--- src/rtl/uart_pkg.sv ---
// Shared UART definitions: baud divider helper, receiver state encoding, frame constants.
// Also used by uart_transmitter so both ends derive identical bit timing.
package uart_pkg;

  typedef enum logic [2:0] {
    IDLE  = 3'd0,
    START = 3'd1,
    DATA  = 3'd2,
    STOP  = 3'd3,
    BREAK = 3'd4
  } uart_state_e;

  localparam int   DATA_BITS  = 8;
  localparam logic STOP_LEVEL = 1'b1;

  // Cycles per bit minus one; counters compare against this terminal value.
  function automatic int calc_baud_delay(input int comm_clk_frequency, input int baud_rate);
    return (comm_clk_frequency / baud_rate) - 1;
  endfunction

  function automatic logic majority3(input logic a, input logic b, input logic c);
    return (a & b) | (a & c) | (b & c);
  endfunction

endpackage

--- src/rtl/uart_receiver_if.sv ---
// Serial line in, received byte and status strobes out.
interface uart_receiver_if;
  logic       uart_rx;
  logic       tx_new_byte;
  logic [7:0] tx_byte;
  logic       framing_error;

  modport master (
    output uart_rx,
    input  tx_new_byte,
    input  tx_byte,
    input  framing_error
  );

  modport slave (
    input  uart_rx,
    output tx_new_byte,
    output tx_byte,
    output framing_error
  );
endinterface

--- src/rtl/uart_rx_sync.sv ---
// Two-flop synchroniser for an asynchronous level input; resets to 1 (idle-high lines).
module uart_rx_sync (
  input  logic clk,
  input  logic rst_n,
  input  logic async_i,
  output logic sync_o
);

  logic [1:0] sync_q;

  always_ff @(posedge clk or negedge rst_n) begin
    if (!rst_n) begin
      sync_q <= 2'b11;
    end else begin
      sync_q <= {sync_q[0], async_i};
    end
  end

  assign sync_o = sync_q[1];

endmodule

--- src/rtl/uart_receiver.sv ---
// 8N1 UART receiver with mid-bit sampling, false-start rejection and stop-bit check.
// Define UART_RX_MAJORITY_EN for 2-of-3 majority sampling around each bit centre.
//
// state | meaning
// IDLE  | line idle, waiting for rx_s low
// START | confirming start bit at its centre
// DATA  | shifting in 8 data bits, LSB first
// STOP  | checking stop bit level
// BREAK | framing error seen, waiting for line to return high
module uart_receiver
  import uart_pkg::*;
#(
  parameter int comm_clk_frequency = 100000000,
  parameter int baud_rate          = 115200
) (
  input  logic     clk,
  input  logic     rst_n,
  uart_receiver_if.slave rx_if
);

  localparam int          BAUD_DELAY_I = calc_baud_delay(comm_clk_frequency, baud_rate);
  localparam logic [15:0] baud_delay   = 16'(BAUD_DELAY_I);
  localparam logic [15:0] half_delay   = baud_delay / 16'd2;
  localparam logic [2:0]  LAST_BIT     = 3'(DATA_BITS - 1);

  generate
    if (BAUD_DELAY_I < 4 || BAUD_DELAY_I > 65534) begin : g_bad_baud
      $error("uart_receiver: baud_delay out of range (must be 4..65534)");
    end
  endgenerate

  logic rx_s;

  uart_rx_sync u_sync (
    .clk    (clk),
    .rst_n  (rst_n),
    .async_i(rx_if.uart_rx),
    .sync_o (rx_s)
  );

`ifdef UART_RX_MAJORITY_EN
  // Decision lands one cycle after the centre; restarting at 1 keeps the bit period intact.
  localparam logic [15:0] START_PT = half_delay + 16'd1;
  localparam logic [15:0] BIT_PT   = baud_delay + 16'd1;
  localparam logic [15:0] CNT_RST  = 16'd1;

  logic [1:0] hist_q;
  logic       rx_bit;

  always_ff @(posedge clk or negedge rst_n) begin
    if (!rst_n) begin
      hist_q <= 2'b11;
    end else begin
      hist_q <= {hist_q[0], rx_s};
    end
  end

  assign rx_bit = majority3(hist_q[1], hist_q[0], rx_s);
`else
  localparam logic [15:0] START_PT = half_delay;
  localparam logic [15:0] BIT_PT   = baud_delay;
  localparam logic [15:0] CNT_RST  = 16'd0;

  logic rx_bit;

  assign rx_bit = rx_s;
`endif

  uart_state_e state_q;
  logic [15:0] delay_cnt_q;
  logic [2:0]  bit_idx_q;
  logic [7:0]  shift_q;
  logic [7:0]  tx_byte_q;
  logic        tx_new_byte_q;
  logic        framing_error_q;

  always_ff @(posedge clk or negedge rst_n) begin
    if (!rst_n) begin
      state_q         <= IDLE;
      delay_cnt_q     <= 16'd0;
      bit_idx_q       <= 3'd0;
      shift_q         <= 8'h00;
      tx_byte_q       <= 8'h00;
      tx_new_byte_q   <= 1'b0;
      framing_error_q <= 1'b0;
    end else begin
      tx_new_byte_q   <= 1'b0;
      framing_error_q <= 1'b0;
      case (state_q)
        IDLE: begin
          delay_cnt_q <= 16'd0;
          if (!rx_s) begin
            state_q <= START;
          end
        end
        START: begin
          if (delay_cnt_q == START_PT) begin
            delay_cnt_q <= CNT_RST;
            bit_idx_q   <= 3'd0;
            state_q     <= rx_bit ? IDLE : DATA;
          end else begin
            delay_cnt_q <= delay_cnt_q + 16'd1;
          end
        end
        DATA: begin
          if (delay_cnt_q == BIT_PT) begin
            shift_q     <= {rx_bit, shift_q[7:1]};
            delay_cnt_q <= CNT_RST;
            bit_idx_q   <= bit_idx_q + 3'd1;
            if (bit_idx_q == LAST_BIT) begin
              state_q <= STOP;
            end
          end else begin
            delay_cnt_q <= delay_cnt_q + 16'd1;
          end
        end
        STOP: begin
          if (delay_cnt_q == BIT_PT) begin
            delay_cnt_q <= 16'd0;
            if (rx_bit == STOP_LEVEL) begin
              tx_byte_q     <= shift_q;
              tx_new_byte_q <= 1'b1;
              state_q       <= IDLE;
            end else begin
              framing_error_q <= 1'b1;
              state_q         <= BREAK;
            end
          end else begin
            delay_cnt_q <= delay_cnt_q + 16'd1;
          end
        end
        BREAK: begin
          // Only one error per low period; no frames are decoded until the line recovers.
          delay_cnt_q <= 16'd0;
          if (rx_s) begin
            state_q <= IDLE;
          end
        end
        default: begin
          state_q     <= IDLE;
          delay_cnt_q <= 16'd0;
        end
      endcase
    end
  end

  assign rx_if.tx_byte       = tx_byte_q;
  assign rx_if.tx_new_byte   = tx_new_byte_q;
  assign rx_if.framing_error = framing_error_q;

endmodule

--- src/flat_wrapper.sv ---
// flat-port wrapper written by rule: the top's interface ports become plain ports
module uart_receiver_flat import uart_pkg::*;
#(
  parameter int comm_clk_frequency = 100000000,
  parameter int baud_rate          = 115200
)
  (clk, rst_n, rx_if_uart_rx, rx_if_tx_new_byte, rx_if_tx_byte, rx_if_framing_error);
  uart_receiver_if rx_if_i ();
  input  logic clk;
  input  logic rst_n;
  input wire logic [$bits(rx_if_i.uart_rx)-1:0] rx_if_uart_rx;
  output wire logic [$bits(rx_if_i.tx_new_byte)-1:0] rx_if_tx_new_byte;
  output wire logic [$bits(rx_if_i.tx_byte)-1:0] rx_if_tx_byte;
  output wire logic [$bits(rx_if_i.framing_error)-1:0] rx_if_framing_error;
  assign rx_if_i.uart_rx = rx_if_uart_rx;
  assign rx_if_tx_new_byte = rx_if_i.tx_new_byte;
  assign rx_if_tx_byte = rx_if_i.tx_byte;
  assign rx_if_framing_error = rx_if_i.framing_error;
  uart_receiver #(.comm_clk_frequency(comm_clk_frequency), .baud_rate(baud_rate)) u_core (.clk(clk), .rst_n(rst_n), .rx_if(rx_if_i));
endmodule
--- config.mk ---
export PLATFORM = sky130hd
export DESIGN_NAME = uart_receiver_flat
export DESIGN_NICKNAME = d
export VERILOG_FILES = /design/src/rtl/uart_pkg.sv /design/src/rtl/uart_receiver_if.sv /design/src/rtl/uart_rx_sync.sv /design/src/rtl/uart_receiver.sv /design/src/flat_wrapper.sv
export SDC_FILE = /design/constraint.sdc
export NUM_CORES = 1
export LEC_CHECK = 0
export CORE_MARGIN = 10
export CORE_UTILIZATION = 33
export CTS_CLUSTER_DIAMETER = 120
export DETAILED_ROUTE_END_ITERATION = 8
export PLACE_DENSITY = 0.58
export SYNTH_ARGS = -nofsm -noshare
export SYNTH_HDL_FRONTEND = slang
export SYNTH_SLANG_ARGS = --single-unit
--- constraint.sdc ---
create_clock -name clk -period 5.7 [get_ports clk]
set_input_delay 0.57 -clock clk [delete_from_list [all_inputs] [get_ports clk]]
set_output_delay 0.57 -clock clk [all_outputs]
set_load 0.02 [all_outputs]
======== Word-level counts from Yosys, hierarchy flattened ========
Cells that the tools add are included.
storage, ports and cells
  register bits after elaboration ......... 42
  bits in latches ......................... 0
  memory bits (writable) .................. 0
  ROM bits ................................ 0
  input port bits ......................... 3
  output and inout port bits .............. 10
  word-level logic and storage cells ...... 51
  memories kept ........................... 0
operators by class
  add/subtract/negate cells ............... 2
  multipliers ............................. 0
  div/mod/pow operators ................... 0
  magnitude comparators ................... 0
  equal/unequal tests ..................... 13
  shifts and indexed selects .............. 0
  mux-type cells .......................... 21
  bitwise gates (word level) .............. 0
  reduce and logical (&&, ||, !) cells .... 7
operators by type and width
  kind                     count
  $mux W16                 2
  $pmux W16 S2             1
  $mux W3                  9
  $add A16 B1 Y16 const B  1
  $eq A16 B10 Y1 const B   1
  $eq A16 B9 Y1 const B    1
  $pmux W3 S5              1
  $ne A2 B1 Y1 const B     4
  $eq A3 B2 Y1 const B     2
  $eq A3 B3 Y1 const B     2
  $mux W1                  6
  $pmux W3 S2              1
  $reduce_and A3 Y1        2
  $reduce_and A6 Y1        1
  $ne A2 B2 Y1 const B     2
  $add A3 B1 Y3 const B    1
  $eq A3 B1 Y1 const B     1
  $logic_not A3 Y1         1
  $mux W2                  1
  $reduce_and A2 Y1        1
  $reduce_bool A2 Y1       1
  $reduce_or A2 Y1         1

======== Depth between registers and ports, before layout ========
Gate-level depths: netlist of run 1.
  word-level depth ........................ 4
  gate-level depth with buffers ........... 7
  depth with buffers taken out ............ 6

======== Modules after synthesis ========
From an unflattened synthesis of run 1, not the netlist that was laid out.
unflattened totals
  cells, all modules ...................... 166
  area, all modules ....................... 1930.6 um^2
by module, submodules not included
  module         instances  cells an instance  area each (um^2)  sequential area each (um^2)
  uart_receiver  1          164                1878.1            1001.0
  uart_rx_sync   1          2                  52.6              52.6

======== Worst setup path after synthesis of run 1 ========
OpenSTA, ideal clock, no wires.
  kind .................................... reg-to-reg
  start ................................... reg u_core.delay_cnt_q[0]
  end ..................................... reg u_core.tx_byte_q[0] (netlist: u_core.rx_if.tx_byte[0])
  setup time .............................. 0.127 ns
  arrival ................................. 1.799 ns
  data required time ...................... 5.573 ns
  setup slack ............................. 3.774 ns
  stages on the path, launching flop included .. 8
  buffers on the path ..................... 2
  clock period less this slack ............ 1.926 ns
  cells stage by stage .................... dfrtp_1 -> ha_1 -> nor4bb_1 -> and4_1 -> buf_4 -> and3_1 -> buf_4 -> mux2_1
between the ends
  cells in the longest elaborated chain, start to end .. 2
ends and longest elaborated chain
  element                             line                  text
  from (decl)                         uart_receiver.sv:70   logic [15:0] delay_cnt_q;
  from (signal assigned)              uart_receiver.sv:102  delay_cnt_q <= delay_cnt_q + 16'd1;
  from (signal assigned)              uart_receiver.sv:114  delay_cnt_q <= delay_cnt_q + 16'd1;
  from (signal assigned)              uart_receiver.sv:129  delay_cnt_q <= delay_cnt_q + 16'd1;
  $eq A16 B10 Y1                      uart_receiver.sv:118  if (delay_cnt_q == BIT_PT) begin
  $reduce_and A3 Y1 (no source line)  n/a
  to (signal assigned)                uart_receiver.sv:121  tx_byte_q <= shift_q;
  to (decl)                           uart_receiver.sv:73   logic [7:0] tx_byte_q;
No other way between the ends.
A chain may end at the register's enable or synchronous reset.

======== Worst setup path in the final report of run 1 ========
  start ................................... reg u_core.delay_cnt_q[0]
  end ..................................... reg u_core.tx_byte_q[3] (netlist: u_core.rx_if.tx_byte[3])
Same word-level chain as after synthesis.

==> results.yml, run 1 <==
placed_design:
  placed_cell_area_um2: 2096
  io_buffer_count: 12
  place_hpwl_um: 2330
  gp_congestion: 0.7546
synthesis:
  async_flop_share: 1.000
  postSynthCellCount: 166
  synth.top_cell.area_share: 0.5215
  avgSynthCellArea_um2: 11.56
  ys.warnings.count: 0
  syn_nets: 173
  synthesis.area_um2: 1919
  synth_most_common_cell: "dfrtp_1"
  synth_area_leaders: "dfrtp_1, mux2_1, mux2_2"
  yosysTopAreaCell: "dfrtp_1"
  ys_seq_area_frac: 0.5489
  synth_edf_count: 0
  synth_seq_cells: 42
  synth.distinct_cells: 41
  synth-main-ff-cell: "dfrtp_1"
  synthTopCellsByCount: "dfrtp_1, nor2_1, xnor2_1"
clocking:
  post_cts_resized: 0
  cts_tree: "built"
  cts_made_buffers: 5
  ctsLongestPathBuffers: 2
  htree_num_levels: 2
  clk_latency_ns: 0.30
  post_cts_buffers: 0
  root_buffer: "clkbuf_8"
  postCtsHoldBufs: 0
  clk_pin_slew_ns: 0.08
  cts.sinks: 42
floorplanning:
  dieArea_um2: 9267
  start_util: 0.3443
  top_level_ports: 13
  core-area_um2: 5574
  die_x_um: 96.27
  fp-row-count: 27
  die_y_um: 96.27
drt:
  wl_per_cell_um: 13.04
  drt_iter0_markers: 60
  routed_wl_um: 3298
  routed_via_density: 4.881
  firstDrtPassIters: 4
  drc_errors: 0
  routed-via-count: 1235
  ant_nets: 0
cells_and_area:
  drive_above_1_share: 0.1436
  syn_to_final_growth_pct: 13.89
  fin_area_um2: 2186
  antennaDiodeCount: 0
  final_nets: 187
  fin_util: 0.3921
global_routing:
  grt_usage: 0.08082
  antenna_found_initial: 0
  grt_pass1_vias: 1231
  grt_max_degree: 43
  grt-ovfl-total: 0
  grt_pass1_wl_um: 5968
power_and_ir_drop:
  power_density_nw_per_um2: 227.9
  peakVddDrop_mv: 0.1129
  p_leak_nw: 0.9699
critical_path:
  cp-end-kind: "flip-flop"
  cp_slowest_cell: "and4_1"
  cp_top_family: "simple AND/OR/NAND/NOR gates"
  crit_arrival_ns: 2.53
  critPathMaxFanout: 8
  crit_start: "u_core.delay_cnt_q[0]"
  crit_type: "reg2reg"
  r2r-start: "u_core.delay_cnt_q[0]"
  path_cells: "ha_1, nor4bb_1, and4_1, and3_1, mux2_1"
  path_buf_inv: 0
  start_kind: "flip-flop"
  cp.required_ns: 5.88
  cpPeakStageDelay_ns: 0.45
sta:
  period_minus_slack_ns: 2.349
  rsz0062_at_grt: "false"
  hold_viol: 0
  worst_slew_pin_slew_ns: 0.9077
  post-route-period-util: 0.4122
  slew_headroom: 0.3949
  fin_skew_ns: 0.01049
  setup_violations: 0
  finalMaxSlewViolations: 0
  fmax_mhz: 425.7
  tns_ns: 0
min_path:
  hp-class: "reg2reg"
  hp-start: "u_core.u_sync.sync_q[0]"
status:
  status: "completed"
run:
  maxCapViolCount: 0
-- placed cells by master, fill, tap and decap left out, types with 2 or more instances in the layout --
cell / Yosys / final
a21oi_1: 5 / 5
a22o_1: 2 / 2
and3_1: 3 / 3
clkbuf_8: 0 / 5
clkdlybuf4s50_1: 0 / 11
dfrtp_1: 40 / 40
dfstp_2: 2 / 2
ha_1: 4 / 4
inv_1: 7 / 7
mux2_1: 8 / 8
mux2_2: 7 / 7
nand2_1: 5 / 5
nand3_1: 3 / 3
nand4_1: 4 / 4
nor2_1: 20 / 20
nor3_1: 2 / 2
nor3b_1: 2 / 2
nor4_1: 6 / 6
nor4bb_1: 2 / 2
o21ai_0: 5 / 5
o31ai_1: 2 / 2
or2_2: 2 / 2
or3_1: 4 / 4
xnor2_1: 9 / 9
xor2_1: 2 / 2
-- power by group --
part	leakage [nW]	internal [mW]	switching (mW)	total, mW
Clock	0.0441	0.0860	0.106	0.192
Combinational	0.361	0.000906	0.00570	0.00661
Sequential	0.565	0.299	0.000754	0.300
Total	0.970	0.386	0.112	0.498
-- final timing paths --
kind / depth (start not counted) / slack (ns) / endpoint
max: 5 / 3.35 / u_core.rx_if.tx_byte[3]
min: 0 / 0.36 / u_core.u_sync.sync_q[1]
max reg2reg: 5 / 3.35 / u_core.rx_if.tx_byte[3]
min reg2reg: 0 / 0.36 / u_core.u_sync.sync_q[1]
max in group asynchronous: 1 / 4.73 / u_core.state_q[1]
min in group asynchronous: 1 / 0.39 / u_core.delay_cnt_q[7]
-- cell families after synthesis --
family | share of synthesized area
and+or+nand+nor | 0.1799
DFF | 0.5489
muxes | 0.09322
adders and majority gates | 0.02608
xor gates and xnor gates | 0.05020
AOI/OAI and AO/OA | 0.07301
buffers and inverters | 0.02868
-- metrics by stage --
step | hold slack [ns] | total power, mW | cells | worst slack [ns]
final | 0.3594 | 0.4982 | 253 | 3.351
after global routing | 0.3677 | 0.5197 | 253 | 3.165
after CTS | 0.3605 | 0.5086 | 253 | 3.344
after detailed placement | 0.3475 | 0.3127 | 245 | 3.347
after global placement | 0.3461 | 0.3130 | 245 | 3.389
after floorplan | 0.2744 | 0.3056 | 166 | 3.774
-- state kept, by name, summed over array words and instances (netlist names) --
register                    count
u_core.shift_q                  8
u_core.delay_cnt_q             16
u_core.rx_if.framing_error      1
u_core.u_sync.sync_q            2
u_core.rx_if.tx_byte            8
u_core.state_q                  3
u_core.bit_idx_q                3
u_core.rx_if.tx_new_byte        1
-- per-layer routing --
layer	up-vias	wire length [um]	track usage	part of all wire
met5	-	0	0	0
met4	0	69	0.04423	0.021
met3	5	130	0.02179	0.039
met2	16	1442	0.1183	0.44
met1	596	1656	0.1055	0.50
li1	618	-	-	-
-- area by class of cell --
cell class                 instances  area, um2
clock buffer                       5      68.82
timing repair buffer              12      115.1
tap                               72      90.09
clock inverter                     3      21.27
sequential                        42       1054
inverter                           7      26.28
multi-input combinational        112      810.8
fill                             576       3388
Power figures use the tool's default switching activity.
==> inputs of run 2 (changes only) <==
Clock period 5.7 ns to 2.3 ns, I/O delays scaled along.
==> run 2 against run 1 <==
Flip-flop and latch count is the same. Critical path depth is the same. Combinational power grew 150%. Sequential share of layout area shrank 0.55 points. Utilization grew 0.45 points. Non-clock buffer count grew 3. Clock skew shrank 0.0034 ns. Count of clock-buffer cells in the layout is the same. Die area is the same. Fmax grew 13%. Register-to-register slack lost 3.1 ns. Sequential power grew 150%.
==> results.yml, run 2 (synthesis gave the netlist of run 1 again) <==
status:
  status: "completed"
placed_design:
  gp_congestion: 0.7768
  placed_cells: 248
  place_hpwl_um: 2414
  io_buffer_count: 12
global_routing:
  grt_usage: 0.07848
  grt-ovfl-total: 0
  grt_max_degree: 43
  antenna_found_initial: 0
  grt_pass1_vias: 1195
  grt_pass1_wl_um: 5816
drt:
  routed_wl_um: 3370
  ant_nets: 0
  wl_per_cell_um: 13.16
  firstDrtPassIters: 4
  drc_errors: 0
  drt_iter0_markers: 73
  routed_via_density: 4.832
  routed-via-count: 1237
clocking:
  cts_tree: "built"
  root_buffer: "clkbuf_8"
  htree_num_levels: 2
  clk_pin_slew_ns: 0.09
  post_cts_buffers: 0
  clk_latency_ns: 0.29
  ctsLongestPathBuffers: 2
  post_cts_resized: 0
  postCtsHoldBufs: 0
  cts_made_buffers: 5
  cts.sinks: 42
critical_path:
  r2r-start: "u_core.delay_cnt_q[0]"
  cp_slowest_cell: "dfrtp_1"
  cp.required_ns: 2.48
  cp-end-kind: "flip-flop"
  path_cells: "ha_1, nor4bb_1, and4_1, and3_1, mux2_1"
  critPathMaxFanout: 8
  r2r_slack_ns: 0.21
  reg2reg_depth: 5
  crit_type: "reg2reg"
  crit_arrival_ns: 2.27
  start_kind: "flip-flop"
  cpPeakStageDelay_ns: 0.42
  reg2reg_to: "u_core.rx_if.tx_byte[2]"
sta:
  fmax_mhz: 479.0
  rsz0062_at_grt: "false"
  period_minus_slack_ns: 2.088
  post-route-period-util: 0.9076
  fin_skew_ns: 0.007104
  holdWs_ns: 0.06167
  worst_slew_pin_slew_ns: 0.9057
  hold_viol: 0
  finalMaxSlewViolations: 0
  setup_violations: 0
  tns_ns: 0
  slew_headroom: 0.3962
cells_and_area:
  finalNonFillerCells: 256
  syn_to_final_growth_pct: 15.19
  final_nets: 190
  largest_register: "u_core.delay_cnt_q"
  mostFrequentLayoutCells: "dfrtp_1, nor2_1, clkdlybuf4s50_1"
  drive_above_1_share: 0.1576
  largest_reg_flops: 16
  n_fill_cell: 545
  final_common_cell: "dfrtp_1"
  fin_util: 0.3966
  antennaDiodeCount: 0
floorplanning:
  core-area_um2: 5574
  fp-row-count: 27
  die_y_um: 96.27
  top_level_ports: 13
  dieArea_um2: 9267
  start_util: 0.3443
  die_x_um: 96.27
power_and_ir_drop:
  p_clk_frac: 0.388
  p_int_uw: 960.0
  power.total_mw: 1.241
  swShare: 0.2262
  p_leak_nw: 0.9816
  power_switching_uw: 280.7
  power_density_nw_per_um2: 561.2
  combPwrFrac: 0.013
  peakVddDrop_mv: 0.3408
  p_seq_frac: 0.599
run:
  maxCapViolCount: 0
min_path:
  hp-class: "in2async"
-- run 2: worst max path at each step --
stage                     slack, ns  depth (start not counted)                  start                 endpoint
after floorplan                0.37                          7  u_core.delay_cnt_q[0]  u_core.rx_if.tx_byte[0]
after global placement         0.23                          5  u_core.delay_cnt_q[0]  u_core.rx_if.tx_byte[7]
after detailed placement       0.20                          5  u_core.delay_cnt_q[0]  u_core.rx_if.tx_byte[0]
after CTS                      0.18                          5  u_core.delay_cnt_q[0]  u_core.rx_if.tx_byte[0]
after global routing           0.11                          5  u_core.delay_cnt_q[0]  u_core.rx_if.tx_byte[0]
final                          0.21                          5  u_core.delay_cnt_q[0]  u_core.rx_if.tx_byte[2]
-- run 2: per-layer routing --
metal / GRT usage / part of all wire / vias to the layer above
met1: 0.1035 / 0.49 / 600
met3: 0.01479 / 0.027 / 5
met4: 0.04791 / 0.019 / 0
met2: 0.1160 / 0.46 / 11
li1: - / - / 621
met5: 0 / 0 / -
-- run 2: critical path: cells and delay by family, from the launching register on --
kind	cells	cell delay (ns)
and+or+nand+nor	3	0.95
adders and majority gates	1	0.25
DFF	1	0.42
muxes	1	0.37
-- run 2: final cells by class --
type	count	area [um2]	share of cell area
clock inverters	3	23.77	0.01075
inverters	7	26.28	0.01188
repair buffers	15	137.6	0.06225
clock buffers	5	68.82	0.03113
multi-input cells	112	810.8	0.3667
flip-flops and latches	42	1054	0.4765
well taps	72	90.09	0.04075
-- run 2: power groups by stage --
stage	Sequential (mW)	Clock (mW)	Combinational, mW
after floorplan	0.757	0	0.000471
after global placement	0.757	0	0.0178
after detailed placement	0.757	0	0.0176
after CTS	0.743	0.505	0.0177
after global routing	0.743	0.520	0.0201
final	0.743	0.482	0.0163
-- run 2: per-stage QoR --
stage | worst slack, ns | instance area [um2]
global placement | 0.2306 | 2118
CTS | 0.1804 | 2211
floorplan | 0.3739 | 1919
global route | 0.1148 | 2211
finish | 0.2124 | 2211
detailed placement | 0.1979 | 2118
==> inputs of run 3 (changes only) <==
Settings changed: RECOVER_POWER from default to 25.
Clock period 2.3 ns to 2.65 ns, I/O delays scaled along.
==> run 3 against run 2 <==
The flow now finishes with violations (max-capacitance violations, max-slew violations). Clock power grew 6.8%. Flip-flop and latch count is the same. Non-clock buffer count shrank 2. Critical endpoint is now u_core.rx_if.tx_byte[4]. Worst hold slack gained 0.30 ns. Sequential share of layout area shrank 0.16 points. Final cell count shrank 0.78%. Utilization grew 0.13 points.
==> results.yml, run 3 (synthesis gave the netlist of run 1 again) <==
drt:
  drc_errors: 0
  routed_via_density: 4.906
  drt_iter0_markers: 53
  firstDrtPassIters: 4
  routed-via-count: 1246
  ant_nets: 0
  routed_wl_um: 3336
  wl_per_cell_um: 13.13
sta:
  period_minus_slack_ns: 2.158
  slew_headroom: -0.4542
  holdWs_ns: 0.3619
  setup_violations: 0
  fmax_mhz: 463.4
  hold_viol: 0
  finalMaxSlewViolations: 43
  worst_slew_pin_slew_ns: 2.181
  rsz0062_at_grt: "false"
  post-route-period-util: 0.8142
  fin_skew_ns: 0.003633
  tns_ns: 0
critical_path:
  r2r-start: "u_core.delay_cnt_q[2]"
  reg2reg_depth: 4
  crit_start: "u_core.delay_cnt_q[2]"
  r2r_slack_ns: 0.49
  cp.required_ns: 2.82
  start_kind: "flip-flop"
  cp-end-kind: "flip-flop"
  reg2reg_to: "u_core.rx_if.tx_byte[4]"
  crit_arrival_ns: 2.33
  critPathMaxFanout: 8
  crit_type: "reg2reg"
status:
  status: "finished with violations"
  violations: "max-capacitance violations, max-slew violations"
clocking:
  post_cts_buffers: 0
  htree_num_levels: 2
  clk_latency_ns: 0.29
  clk_pin_slew_ns: 0.08
  cts_tree: "built"
  cts_made_buffers: 5
  ctsLongestPathBuffers: 2
  postCtsHoldBufs: 0
  post_cts_resized: 0
  root_buffer: "clkbuf_8"
  cts.sinks: 42
cells_and_area:
  final_nets: 188
  drive_above_1_share: 0.1374
  fin_util: 0.3980
  largest_reg_flops: 16
  mostFrequentLayoutCells: "dfrtp_1, nor2_1, clkdlybuf4s50_1"
  syn_to_final_growth_pct: 15.58
  antennaDiodeCount: 0
  final_common_cell: "dfrtp_1"
  largest_register: "u_core.delay_cnt_q"
floorplanning:
  start_util: 0.3443
  fp-row-count: 27
  top_level_ports: 13
  core-area_um2: 5574
  dieArea_um2: 9267
  die_x_um: 96.27
  die_y_um: 96.27
min_path:
  hp-start: "u_core.u_sync.sync_q[0]"
  whs_path_depth: 0
  min_to: "u_core.u_sync.sync_q[1]"
  hp-class: "reg2reg"
global_routing:
  grt-ovfl-total: 0
  grt_usage: 0.07898
  grt_pass1_vias: 1234
  antenna_found_initial: 0
  grt_pass1_wl_um: 5858
  grt_max_degree: 43
placed_design:
  place_hpwl_um: 2351
  io_buffer_count: 12
  gp_congestion: 0.7721
power_and_ir_drop:
  peakVddDrop_mv: 0.2541
  p_leak_nw: 0.9872
  power_density_nw_per_um2: 529.1
run:
  maxCapViolCount: 1
run 3: worst max path at each step:
stage                                         end  depth (start not counted)
after floorplan           u_core.rx_if.tx_byte[0]                          7
after global placement    u_core.rx_if.tx_byte[6]                          5
after detailed placement  u_core.rx_if.tx_byte[4]                          4
after CTS                 u_core.rx_if.tx_byte[4]                          5
after global routing      u_core.rx_if.tx_byte[6]                          5
final                     u_core.rx_if.tx_byte[4]                          4
run 3: per-stage QoR:
stage / power, mW / cell area (um2) / setup WS [ns] / instances
after CTS: 1.192 / 2220 / 0.4897 / 254
final: 1.174 / 2218 / 0.4923 / 254
after global routing: 1.215 / 2218 / 0.3244 / 254
after detailed placement: 0.6730 / 2103 / 0.4964 / 246
after global placement: 0.6731 / 2103 / 0.5156 / 246
after floorplan: 0.6573 / 1919 / 0.7239 / 166
run 3: layout make-up:
type	instances	area, um2
tap	72	90.09
timing repair buffer	13	121.4
fill	541	3356
clock inverter	1	30.03
clock buffer	7	86.33
multi-input combinational	112	810.8
inverter	7	26.28
sequential	42	1054
run 3: routing by layer:
layer / wire length (um) / track usage / vias to the layer above
met1: 1631 / 0.1040 / 615
met4: 50 / 0.03686 / 0
met3: 132 / 0.02179 / 4
met2: 1522 / 0.1172 / 15
met5: 0 / 0 / -
li1: - / - / 612
run 3: where the power goes:
| group | switching, mW | leakage [nW] | internal, mW |
|---|---|---|---|
| Sequential | 0.00167 | 0.565 | 0.643 |
| Clock | 0.208 | 0.0585 | 0.307 |
| Combinational | 0.0122 | 0.364 | 0.00134 |
run 3: worst max-delay path: stages, from the launching register on:
cell	delay, ns
dfrtp_1	0.45
nor4_1	0.50
and4_1	0.30
and3_1	0.43
mux2_1	0.37
